## config.mk

```make
export PLATFORM = sky130hd
export DESIGN_NAME = udp_panel_reader
export DESIGN_NICKNAME = d
export VERILOG_FILES = /design/src/rtl/udp_panel_reader_pkg.sv /design/src/rtl/udp_panel_reader.sv
export SDC_FILE = /design/constraint.sdc
export NUM_CORES = 1
export LEC_CHECK = 0
export ABC_CLOCK_PERIOD_IN_PS = 3290
export CAP_MARGIN = 25
export CORE_ASPECT_RATIO = 1.1
export CORE_MARGIN = 3
export CORE_UTILIZATION = 46
export DETAILED_ROUTE_END_ITERATION = 10
export PLACE_DENSITY = 0.75
export SLEW_MARGIN = 20
export SYNTH_ARGS = -nofsm -noshare
export SYNTH_HDL_FRONTEND = slang
export SYNTH_SLANG_ARGS = --single-unit
```

## constraint.sdc

```tcl
create_clock -name clock -period 3.29 [get_ports clock]
set_input_delay 0.4935 -clock clock [delete_from_list [all_inputs] [get_ports clock]]
set_output_delay 0.4935 -clock clock [all_outputs]
set_load 0.01 [all_outputs]
```

## src/rtl/udp_panel_reader_pkg.sv

```systemverilog
// udp_panel_reader_pkg
//   Shared definitions for the LED panel read-back path:
//   - state_t      : reader FSM state encoding (IDLE, FETCH, SEND)
//   - MAX_PIXELS   : largest pixel count per packet (keeps payload <= 1472 B)
//   - pack_pixel   : wire-format pixel word {addr[13:0], R, G, B}, also used
//                    by the panel write path
//   - panel_onehot : panel index (0..5) to one-hot strobe/port pattern
//   - clamp_count  : request count limited to MAX_PIXELS
package udp_panel_reader_pkg;

    typedef enum logic [1:0] {
        ST_IDLE,
        ST_FETCH,
        ST_SEND
    } state_t;

    localparam int unsigned NUM_PANELS = 6;
    localparam int unsigned MAX_PIXELS = 368;

    function automatic logic [31:0] pack_pixel(
        input logic [13:0] addr,
        input logic [5:0]  red,
        input logic [5:0]  green,
        input logic [5:0]  blue
    );
        return {addr, red, green, blue};
    endfunction

    function automatic logic [5:0] panel_onehot(input logic [2:0] panel);
        logic [5:0] oh;
        oh = '0;
        for (int unsigned i = 0; i < NUM_PANELS; i++) begin
            if (panel == i[2:0]) begin
                oh[i] = 1'b1;
            end
        end
        return oh;
    endfunction

    function automatic logic [8:0] clamp_count(input logic [8:0] count);
        return (count > 9'(MAX_PIXELS)) ? 9'(MAX_PIXELS) : count;
    endfunction

endpackage

```

## src/rtl/udp_panel_reader.sv

```systemverilog
// udp_panel_reader
//   Reads pixels back from the LED panel memories and streams them to the UDP
//   core, one packet per request, 4 bytes per pixel (MSB first) in the
//   {addr[13:0], R, G, B} wire format.
//
// Parameters
//   PORT_MSB    upper byte of the UDP source port
//   RD_LATENCY  cycles from ctrl_rd_en to valid ctrl_rd_data (1..3)
//
// Ports
//   clock, reset            system clock, synchronous active-high reset
//   req_*                   read-back request (valid/ready handshake)
//   ctrl_rd_en/addr/data    panel memory read port (one-hot strobe)
//   udp_sink_*              byte stream + header towards the UDP core
//   busy                    inverse of req_ready
module udp_panel_reader #(
    parameter logic [7:0]  PORT_MSB   = 8'h00,
    parameter int unsigned RD_LATENCY = 1
) (
    input  logic        clock,
    input  logic        reset,
    input  logic        req_valid,
    output logic        req_ready,
    input  logic [2:0]  req_panel,
    input  logic [13:0] req_addr,
    input  logic [8:0]  req_count,
    input  logic [31:0] req_ip,
    input  logic [15:0] req_port,
    output logic [5:0]  ctrl_rd_en,
    output logic [15:0] ctrl_rd_addr,
    input  logic [23:0] ctrl_rd_data,
    output logic        udp_sink_valid,
    output logic        udp_sink_last,
    input  logic        udp_sink_ready,
    output logic [15:0] udp_sink_src_port,
    output logic [15:0] udp_sink_dst_port,
    output logic [31:0] udp_sink_ip_address,
    output logic [15:0] udp_sink_length,
    output logic [31:0] udp_sink_data,
    output logic        busy
);
    import udp_panel_reader_pkg::*;

    state_t      state_q, state_d;
    logic        req_ready_q, req_ready_d;
    logic        busy_q, busy_d;
    logic [2:0]  panel_q, panel_d;
    logic [5:0]  rd_en_q, rd_en_d;
    logic [13:0] rd_cur_addr_q, rd_cur_addr_d;   // address of the outstanding read
    logic [13:0] rd_next_addr_q, rd_next_addr_d; // address of the next read to issue
    logic [8:0]  to_read_q, to_read_d;           // reads not yet issued
    logic [8:0]  to_send_q, to_send_d;           // pixels not yet fully sent
    logic [2:0]  rd_pipe_q, rd_pipe_d;           // tracks read latency
    logic [31:0] word_q, word_d;
    logic [31:0] next_q, next_d;
    logic        next_valid_q, next_valid_d;
    logic [1:0]  byte_idx_q, byte_idx_d;
    logic        valid_q, valid_d;
    logic        last_q, last_d;
    logic [31:0] data_q, data_d;
    logic [15:0] src_port_q, src_port_d;
    logic [15:0] dst_port_q, dst_port_d;
    logic [31:0] ip_q, ip_d;
    logic [15:0] length_q, length_d;

    logic [8:0]  eff_count;
    logic        data_hit;
    logic        handshake;
    logic [31:0] rd_word;
    logic [7:0]  sel_byte;

    // Pad bits of the read data carry no information.
    logic unused_rd_pad;
    assign unused_rd_pad = ^{ctrl_rd_data[23:22], ctrl_rd_data[15:14], ctrl_rd_data[7:6]};

    assign eff_count = clamp_count(req_count);
    assign data_hit  = rd_pipe_q[RD_LATENCY-1];
    assign handshake = valid_q && udp_sink_ready;
    assign rd_word   = pack_pixel(rd_cur_addr_q, ctrl_rd_data[21:16],
                                  ctrl_rd_data[13:8], ctrl_rd_data[5:0]);

    always_comb begin
        state_d        = state_q;
        req_ready_d    = req_ready_q;
        busy_d         = busy_q;
        panel_d        = panel_q;
        rd_en_d        = '0;
        rd_cur_addr_d  = rd_cur_addr_q;
        rd_next_addr_d = rd_next_addr_q;
        to_read_d      = to_read_q;
        to_send_d      = to_send_q;
        rd_pipe_d      = {rd_pipe_q[1:0], |rd_en_q};
        word_d         = word_q;
        next_d         = next_q;
        next_valid_d   = next_valid_q;
        byte_idx_d     = byte_idx_q;
        valid_d        = valid_q;
        src_port_d     = src_port_q;
        dst_port_d     = dst_port_q;
        ip_d           = ip_q;
        length_d       = length_q;

        unique case (state_q)
            ST_IDLE: begin
                // A zero count is accepted and silently dropped.
                if (req_valid && req_ready_q && (eff_count != '0)) begin
                    panel_d        = req_panel;
                    src_port_d     = {PORT_MSB, 2'b00, panel_onehot(req_panel)};
                    dst_port_d     = req_port;
                    ip_d           = req_ip;
                    length_d       = {5'b0, eff_count, 2'b00};
                    rd_en_d        = panel_onehot(req_panel);
                    rd_cur_addr_d  = req_addr;
                    rd_next_addr_d = req_addr + 14'd1;
                    to_read_d      = eff_count - 9'd1;
                    to_send_d      = eff_count;
                    next_valid_d   = 1'b0;
                    req_ready_d    = 1'b0;
                    busy_d         = 1'b1;
                    state_d        = ST_FETCH;
                end
            end

            // Waits for a read already in flight; never issues one itself.
            ST_FETCH: begin
                if (data_hit) begin
                    word_d     = rd_word;
                    byte_idx_d = 2'd0;
                    valid_d    = 1'b1;
                    state_d    = ST_SEND;
                end
            end

            ST_SEND: begin
                if (data_hit) begin
                    next_d       = rd_word;
                    next_valid_d = 1'b1;
                end
                if (handshake) begin
                    // Prefetch the following pixel on the first byte of this one.
                    if ((byte_idx_q == 2'd0) && (to_read_q != '0)) begin
                        rd_en_d        = panel_onehot(panel_q);
                        rd_cur_addr_d  = rd_next_addr_q;
                        rd_next_addr_d = rd_next_addr_q + 14'd1;
                        to_read_d      = to_read_q - 9'd1;
                    end
                    if (byte_idx_q == 2'd3) begin
                        if (to_send_q == 9'd1) begin
                            valid_d      = 1'b0;
                            next_valid_d = 1'b0;
                            req_ready_d  = 1'b1;
                            busy_d       = 1'b0;
                            state_d      = ST_IDLE;
                        end else begin
                            to_send_d  = to_send_q - 9'd1;
                            byte_idx_d = 2'd0;
                            // Prefer the held prefetch, else take data arriving
                            // this cycle; if neither, drop valid and wait.
                            if (next_valid_q) begin
                                word_d       = next_q;
                                next_valid_d = 1'b0;
                            end else if (data_hit) begin
                                word_d       = rd_word;
                                next_valid_d = 1'b0;
                            end else begin
                                valid_d = 1'b0;
                                state_d = ST_FETCH;
                            end
                        end
                    end else begin
                        byte_idx_d = byte_idx_q + 2'd1;
                    end
                end
            end

            default: state_d = ST_IDLE;
        endcase

        unique case (byte_idx_d)
            2'd0:    sel_byte = word_d[31:24];
            2'd1:    sel_byte = word_d[23:16];
            2'd2:    sel_byte = word_d[15:8];
            default: sel_byte = word_d[7:0];
        endcase

        data_d = valid_d ? {24'b0, sel_byte} : '0;
        last_d = valid_d && (byte_idx_d == 2'd3) && (to_send_d == 9'd1);
    end

    always_ff @(posedge clock) begin
        if (reset) begin
            state_q        <= ST_IDLE;
            req_ready_q    <= 1'b1;
            busy_q         <= 1'b0;
            panel_q        <= '0;
            rd_en_q        <= '0;
            rd_cur_addr_q  <= '0;
            rd_next_addr_q <= '0;
            to_read_q      <= '0;
            to_send_q      <= '0;
            rd_pipe_q      <= '0;
            word_q         <= '0;
            next_q         <= '0;
            next_valid_q   <= 1'b0;
            byte_idx_q     <= '0;
            valid_q        <= 1'b0;
            last_q         <= 1'b0;
            data_q         <= '0;
            src_port_q     <= '0;
            dst_port_q     <= '0;
            ip_q           <= '0;
            length_q       <= '0;
        end else begin
            state_q        <= state_d;
            req_ready_q    <= req_ready_d;
            busy_q         <= busy_d;
            panel_q        <= panel_d;
            rd_en_q        <= rd_en_d;
            rd_cur_addr_q  <= rd_cur_addr_d;
            rd_next_addr_q <= rd_next_addr_d;
            to_read_q      <= to_read_d;
            to_send_q      <= to_send_d;
            rd_pipe_q      <= rd_pipe_d;
            word_q         <= word_d;
            next_q         <= next_d;
            next_valid_q   <= next_valid_d;
            byte_idx_q     <= byte_idx_d;
            valid_q        <= valid_d;
            last_q         <= last_d;
            data_q         <= data_d;
            src_port_q     <= src_port_d;
            dst_port_q     <= dst_port_d;
            ip_q           <= ip_d;
            length_q       <= length_d;
        end
    end

    assign req_ready           = req_ready_q;
    assign busy                = busy_q;
    assign ctrl_rd_en          = rd_en_q;
    assign ctrl_rd_addr        = {2'b00, rd_cur_addr_q};
    assign udp_sink_valid      = valid_q;
    assign udp_sink_last       = last_q;
    assign udp_sink_data       = data_q;
    assign udp_sink_src_port   = src_port_q;
    assign udp_sink_dst_port   = dst_port_q;
    assign udp_sink_ip_address = ip_q;
    assign udp_sink_length     = length_q;

endmodule

```

* Word-level counts from Yosys, hierarchy flattened
Index checks and enable logic that the tools add are counted.
Word-level totals: register bits 224, bits in latches 0, bits in writable memories 0, ROM bits 0, input port bits 102, output and inout port bits 138, word-level logic and storage cells 156, memories 0
Cells by class: add/subtract/negate cells 6, multiply operators 0, div/mod/pow operators 0, order comparisons 1, equality and inequality tests 26, shift-type cells 0, mux-type cells 78, bitwise operators 1, reductions and logical operators 22
Operators with widths (number):
- two-way mux 32 bit | 5
- two-way mux 14 bit | 6
- two-way mux 9 bit | 8
- case mux 32 bit (2 select lines) | 1
- case mux 14 bit (2 select lines) | 2
- case mux 9 bit (2 select lines) | 2
- two-way mux 1 bit | 32
- adder 14 x 1 -> 14 bit (second input constant) | 2
- subtractor 9 x 1 -> 9 bit (second input constant) | 3
- case mux 8 bit (3 select lines) | 1
- two-way mux 2 bit | 11
- equality test 9 x 1 -> 1 bit (second input constant) | 2
- two-way mux 6 bit | 3
- nonzero test 9 bit | 2
- equality test 3 x 2 -> 1 bit (second input constant) | 4
- equality test 3 bit (second input constant) | 4
- inequality test 2 bit (second input constant) | 6
- case mux 6 bit (2 select lines) | 1
- greater-than comparator 9 bit (second input constant) | 1
- equality test 2 bit (second input constant) | 4
- case mux 1 bit (2 select lines) | 4
- equality test 3 x 1 -> 1 bit (second input constant) | 2
- logical AND 1 bit | 6
- zero test 2 bit | 3
- other kinds (14) | 19

* Depth between registers and ports, before layout
depth in word-level cells 8, gate-level depth with buffers 15

* Worst setup path after synthesis
No wires, ideal clock.
path type reg-to-reg, from register state_q[0], to register rd_next_addr_q[12], setup time 95 ps, arrival 3097 ps, required time 3195 ps, slack 98 ps, cell stages (with the launch flop) 15, path buffers 5, cells stage by stage dfxtp_1 inv_1 ha_1 buf_2 buf_2 buf_2 buf_1 mux2i_1 inv_1 ha_1 a21bo_1 clkbuf_1 a2111oi_1 xnor2_1 a221oi_1
On the way: cells in the longest elaborated chain, start to end 3, elaborated cells between the ends (all ways) 8
Ends and longest elaborated chain:
- from (decl) | RTL line udp_panel_reader.sv:44 | state_t state_q, state_d;
- from (signal assigned) | RTL line udp_panel_reader.sv:214 | state_q <= state_d;
- equality test 2 bit / zero test 2 bit (equally long branches) | RTL line udp_panel_reader.sv:103 | unique case (state_q)
- inequality test 2 bit (no source line) / nonzero test 2 bit (equally long branches)
- AND reduction 4 bit (no source line)
- to (signal assigned) | RTL line udp_panel_reader.sv:220 | rd_next_addr_q <= rd_next_addr_d;
- to (decl) | RTL line udp_panel_reader.sv:50 | logic [13:0] rd_next_addr_q, rd_next_addr_d;
Parallel ways exist; a longest one is shown, timed or not. A chain may end at the register's enable or synchronous reset.

* Worst setup path in the final report
from register to_send_q[1], to register data_q[2], in the netlist udp_sink_data[2]
On the way: cells in the longest elaborated chain, start to end 7, elaborated cells between the ends (all ways) 19
Ends and longest elaborated chain:
- from (decl) | RTL line udp_panel_reader.sv:52 | logic [8:0] to_send_q, to_send_d;
- from (signal assigned) | RTL line udp_panel_reader.sv:222 | to_send_q <= to_send_d;
- equality test 9 x 1 -> 1 bit (*) | RTL line udp_panel_reader.sv:148 | if (to_send_q == 9'd1) begin
- two-way mux 2 bit / two-way mux 1 bit (equally long branches) | RTL line udp_panel_reader.sv:148
- two-way mux 2 bit / two-way mux 1 bit (equally long branches) | RTL line udp_panel_reader.sv:147 | if (byte_idx_q == 2'd3) begin
- two-way mux 2 bit / two-way mux 1 bit (equally long branches) | RTL line udp_panel_reader.sv:139 | if (handshake) begin
- case mux 2 bit (2 select lines) / case mux 1 bit (2 select lines) (equally long branches) | RTL line udp_panel_reader.sv:103
- equality test 2 bit (tied with other cells) | RTL line udp_panel_reader.sv:179 | unique case (byte_idx_d)
- case mux 8 bit (3 select lines) / OR reduction 2 bit (equally long branches)
- to (signal assigned) | RTL line udp_panel_reader.sv:230 | data_q <= data_d;
- to (decl) | RTL line udp_panel_reader.sv:60 | logic [31:0] data_q, data_d;
Mark *: on every way between the ends. The rest lies on a longest branch, timed or not.

==> impl_metrics.env <==
export IMPL_ys_seq_area_share_pct=38.6
export IMPL_setup_violations=0
export IMPL_p_leak_uw=0.00456
export IMPL_place_ws_ns=0.228
export IMPL_dieWidth_um=149
export IMPL_num_rows=57
export IMPL_crit_slowest_cell="or4b_1"
export IMPL_synth_adder_area_share_pct=1.21
export IMPL_wl_um=31000
export IMPL_finalPower_uw=7870
export IMPL_synth_area_um2=10400
export IMPL_synth_area_mux_share_pct=1.68
export IMPL_finClkSkew_ns=0.0187
export IMPL_diodes=0
export IMPL_p_per_area_nw_per_um2=603
export IMPL_fp_coreArea_um2=22100
export IMPL_gp_congestion=0.897
export IMPL_status="finished, final reports clean"
export IMPL_placed_area_um2=12400
export IMPL_numClockSinks=200
export IMPL_htree_levels=4
export IMPL_crit_path_start_kind="flop"
export IMPL_syn_inst=1338
export IMPL_grt_pass1_wl_um=49800
export IMPL_layout_drive_gt1_share_pct=6.28
export IMPL_wl_per_cell_um=17.3
export IMPL_area_growth_pct=25.7
export IMPL_synth_compound_area_share_pct=25.4
export IMPL_avgSynthCellArea_um2=7.75
export IMPL_fin_hold_ws_ns=0.405
export IMPL_synth_edf_count=0
export IMPL_initial_utilization_pct=46.9
export IMPL_ctsRootBufferMaster="clkbuf_16"
export IMPL_slew_violations=0
export IMPL_cp_cell_sequence="inv_1, ha_1, or4b_1, o2111ai_4, o22ai_1, or3_1, a22o_1, o32ai_1"
export IMPL_tightest_slew_ns=1.03
export IMPL_finalHoldViolCount=0
export IMPL_crit_fanout=18
export IMPL_synth_top_area_share_pct=38.6
export IMPL_clockBufferDepth=2
export IMPL_grt_pass1_vias=9765
export IMPL_synth_top_family_by_area="compound AO/OA/AOI/OAI gates"
export IMPL_critPathKind="flop to flop"
export IMPL_drt_iter0_markers=962
export IMPL_fill_cells=2000
export IMPL_vias=10400
export IMPL_drc=0
export IMPL_synth_area_leader_cell="dfxtp_1"
export IMPL_clkTransAtPathRegs_ns=0.08
export IMPL_mostFrequentLayoutCell="nand2_1"
export IMPL_fp_dieH_um=164
export IMPL_vdd_drop_max_mv=0.429
export IMPL_rsz0062_at_grt="false"
export IMPL_port_buffers=190
export IMPL_yosysWarnings=0
export IMPL_synth_xor_area_share_pct=2.03
export IMPL_cts_tree="done"
export IMPL_slew_headroom_pct=31.2
export IMPL_critPathArrivalTime_ns=3.32
export IMPL_antenna_found_initial=0
export IMPL_grt_max_degree=97
export IMPL_finalSetupTns_ns=0
export IMPL_min_path_type="primary input to flop"
export IMPL_dieArea_um2=24400
export IMPL_synth_seq_cells=200
export IMPL_grt_total_usage_pct=24.7
export IMPL_layout_nets=1597
export IMPL_hpwl_um=21100
export IMPL_final_area_um2=13000
export IMPL_fmax_ghz=0.334
export IMPL_period_minus_slack_ns=2.99
export IMPL_num_io_pins=240
export IMPL_drv_cap=0
export IMPL_max_stage_delay_ns=0.64
export IMPL_cts_inserted_buffers=17
export IMPL_grt_ovfl_total=0
export IMPL_yosys_area_share_simple_pct=23.2
export IMPL_layout_common_cells="226 x nand2_1, 200 x dfxtp_1, 189 x clkdlybuf4s50_1, 138 x a21oi_1, 126 x nor2_1"
export IMPL_end_kind="flop"
export IMPL_viasPerCell=5.80
export IMPL_insertion_delay_ns=0.44
export IMPL_fin_crit_sh_pct=91.0
export IMPL_worstPathRequired_ns=3.61
export IMPL_postRouteAntennaNets=0
export IMPL_synthFlopType="dfxtp_1"
export IMPL_yosysUniqueCellTypes=66
export IMPL_async_flop_share_pct=0
export IMPL_fin_ws_ns=0.296
export IMPL_synthTopCellsByArea="dfxtp_1 39%, nand2_1 8.2%, a21oi_1 6.7%"
export IMPL_first_pass_iters=5
-- metal layers --
layer  track usage, %  up-vias  routed length [um]  part of all wire, %
li1                 -     5019                   -                    -
met1             32.4     4933               13300                   43
met2             40.8      404               14800                   48
met3             6.13       43                2430                  7.8
met4             6.41        0                 466                  1.5
met5                0        -                   0                    0
-- sequential cells by signal, summed over array words and instances (netlist names), 2 cells and up --
name	count
udp_sink_src_port	6
udp_sink_ip_address	32
panel_q	3
udp_sink_length	9
to_send_q	9
state_q	2
rd_next_addr_q	14
udp_sink_dst_port	16
udp_sink_data	8
next_q	32
word_q	32
byte_idx_q	2
rd_cur_addr_q	14
to_read_q	9
ctrl_rd_en	6
-- synth_stat cells (10+ instances only) --
cell,number
nor3_1,30
and3_1,18
a32oi_1,24
nand3_1,27
inv_1,22
buf_4,47
mux2i_1,14
a2111oi_0,10
dfxtp_1,200
a22oi_1,16
or3_1,18
o21ai_0,40
o2bb2ai_1,13
nand2_1,226
nor2_1,128
nor2b_1,20
buf_2,10
clkbuf_1,79
o22ai_1,33
a211oi_1,35
a21oi_1,138
xnor2_1,12
xor2_1,12
a22o_1,17
a31oi_1,18
ha_1,10
-- kinds of logic (layout without fill, tap and decap cells) --
kind of cell / after synthesis / in the layout
AO/OA/AOI/OAI: 396 / 396
flip-flops: 200 / 200
other: 1 / 43
AND/OR/NAND/NOR: 525 / 525
multiplexers: 17 / 17
adder cells (fa/ha/maj): 10 / 10
buffers and inverters: 165 / 283
XOR/XNOR: 24 / 24
-- power breakdown --
group,total [uW],switching (uW),internal (uW)
Clock,2110,1080,1030
Combinational,2620,1550,1070
Sequential,3140,378,2760
Total,7870,3000,4870
-- per-stage QoR --
stage / cells / util (%)
2_1_floorplan: 1380 / -
3_3_place_gp: 1761 / 56.2
3_5_place_dp: 1761 / 56.2
4_1_cts: 1793 / 59.0
5_1_grt: 1793 / 59.0
6_report: 1793 / 59.0
-- what timing repair did --
action,CTS,global route
resized for setup,0,1
hold buffers,0,0
buffers inserted,0,0
setup endpoints to repair,0,1
-- worst max-delay path: cells and delay by family (launching register included) --
kind	cells	cell delay [ns]
flops	1	0.35
simple gates	2	1.05
buf+inv	1	0.10
fa+ha+maj	1	0.18
compound gates	4	1.20
-- worst paths after layout --
path,cells past startpoint,from,slack [ns],to
min reg2reg,2,udp_sink_ip_address[2],0.46,udp_sink_ip_address[2]
min,2,reset,0.40,to_send_q[1]
max,8,to_send_q[1],0.30,udp_sink_data[2]
max reg2reg,8,to_send_q[1],0.30,udp_sink_data[2]
-- layout make-up --
cell class	count	area [um2]	share of cell area, %
tap	295	369	2.83
timing repair buffer	229	2230	17.1
clock buffer	17	425	3.26
multi-input combinational	1015	5750	44.1
inverter	22	82.6	0.633
clock inverter	15	174	1.33
sequential	200	4000	30.7
(Power assumes the default switching activity.)
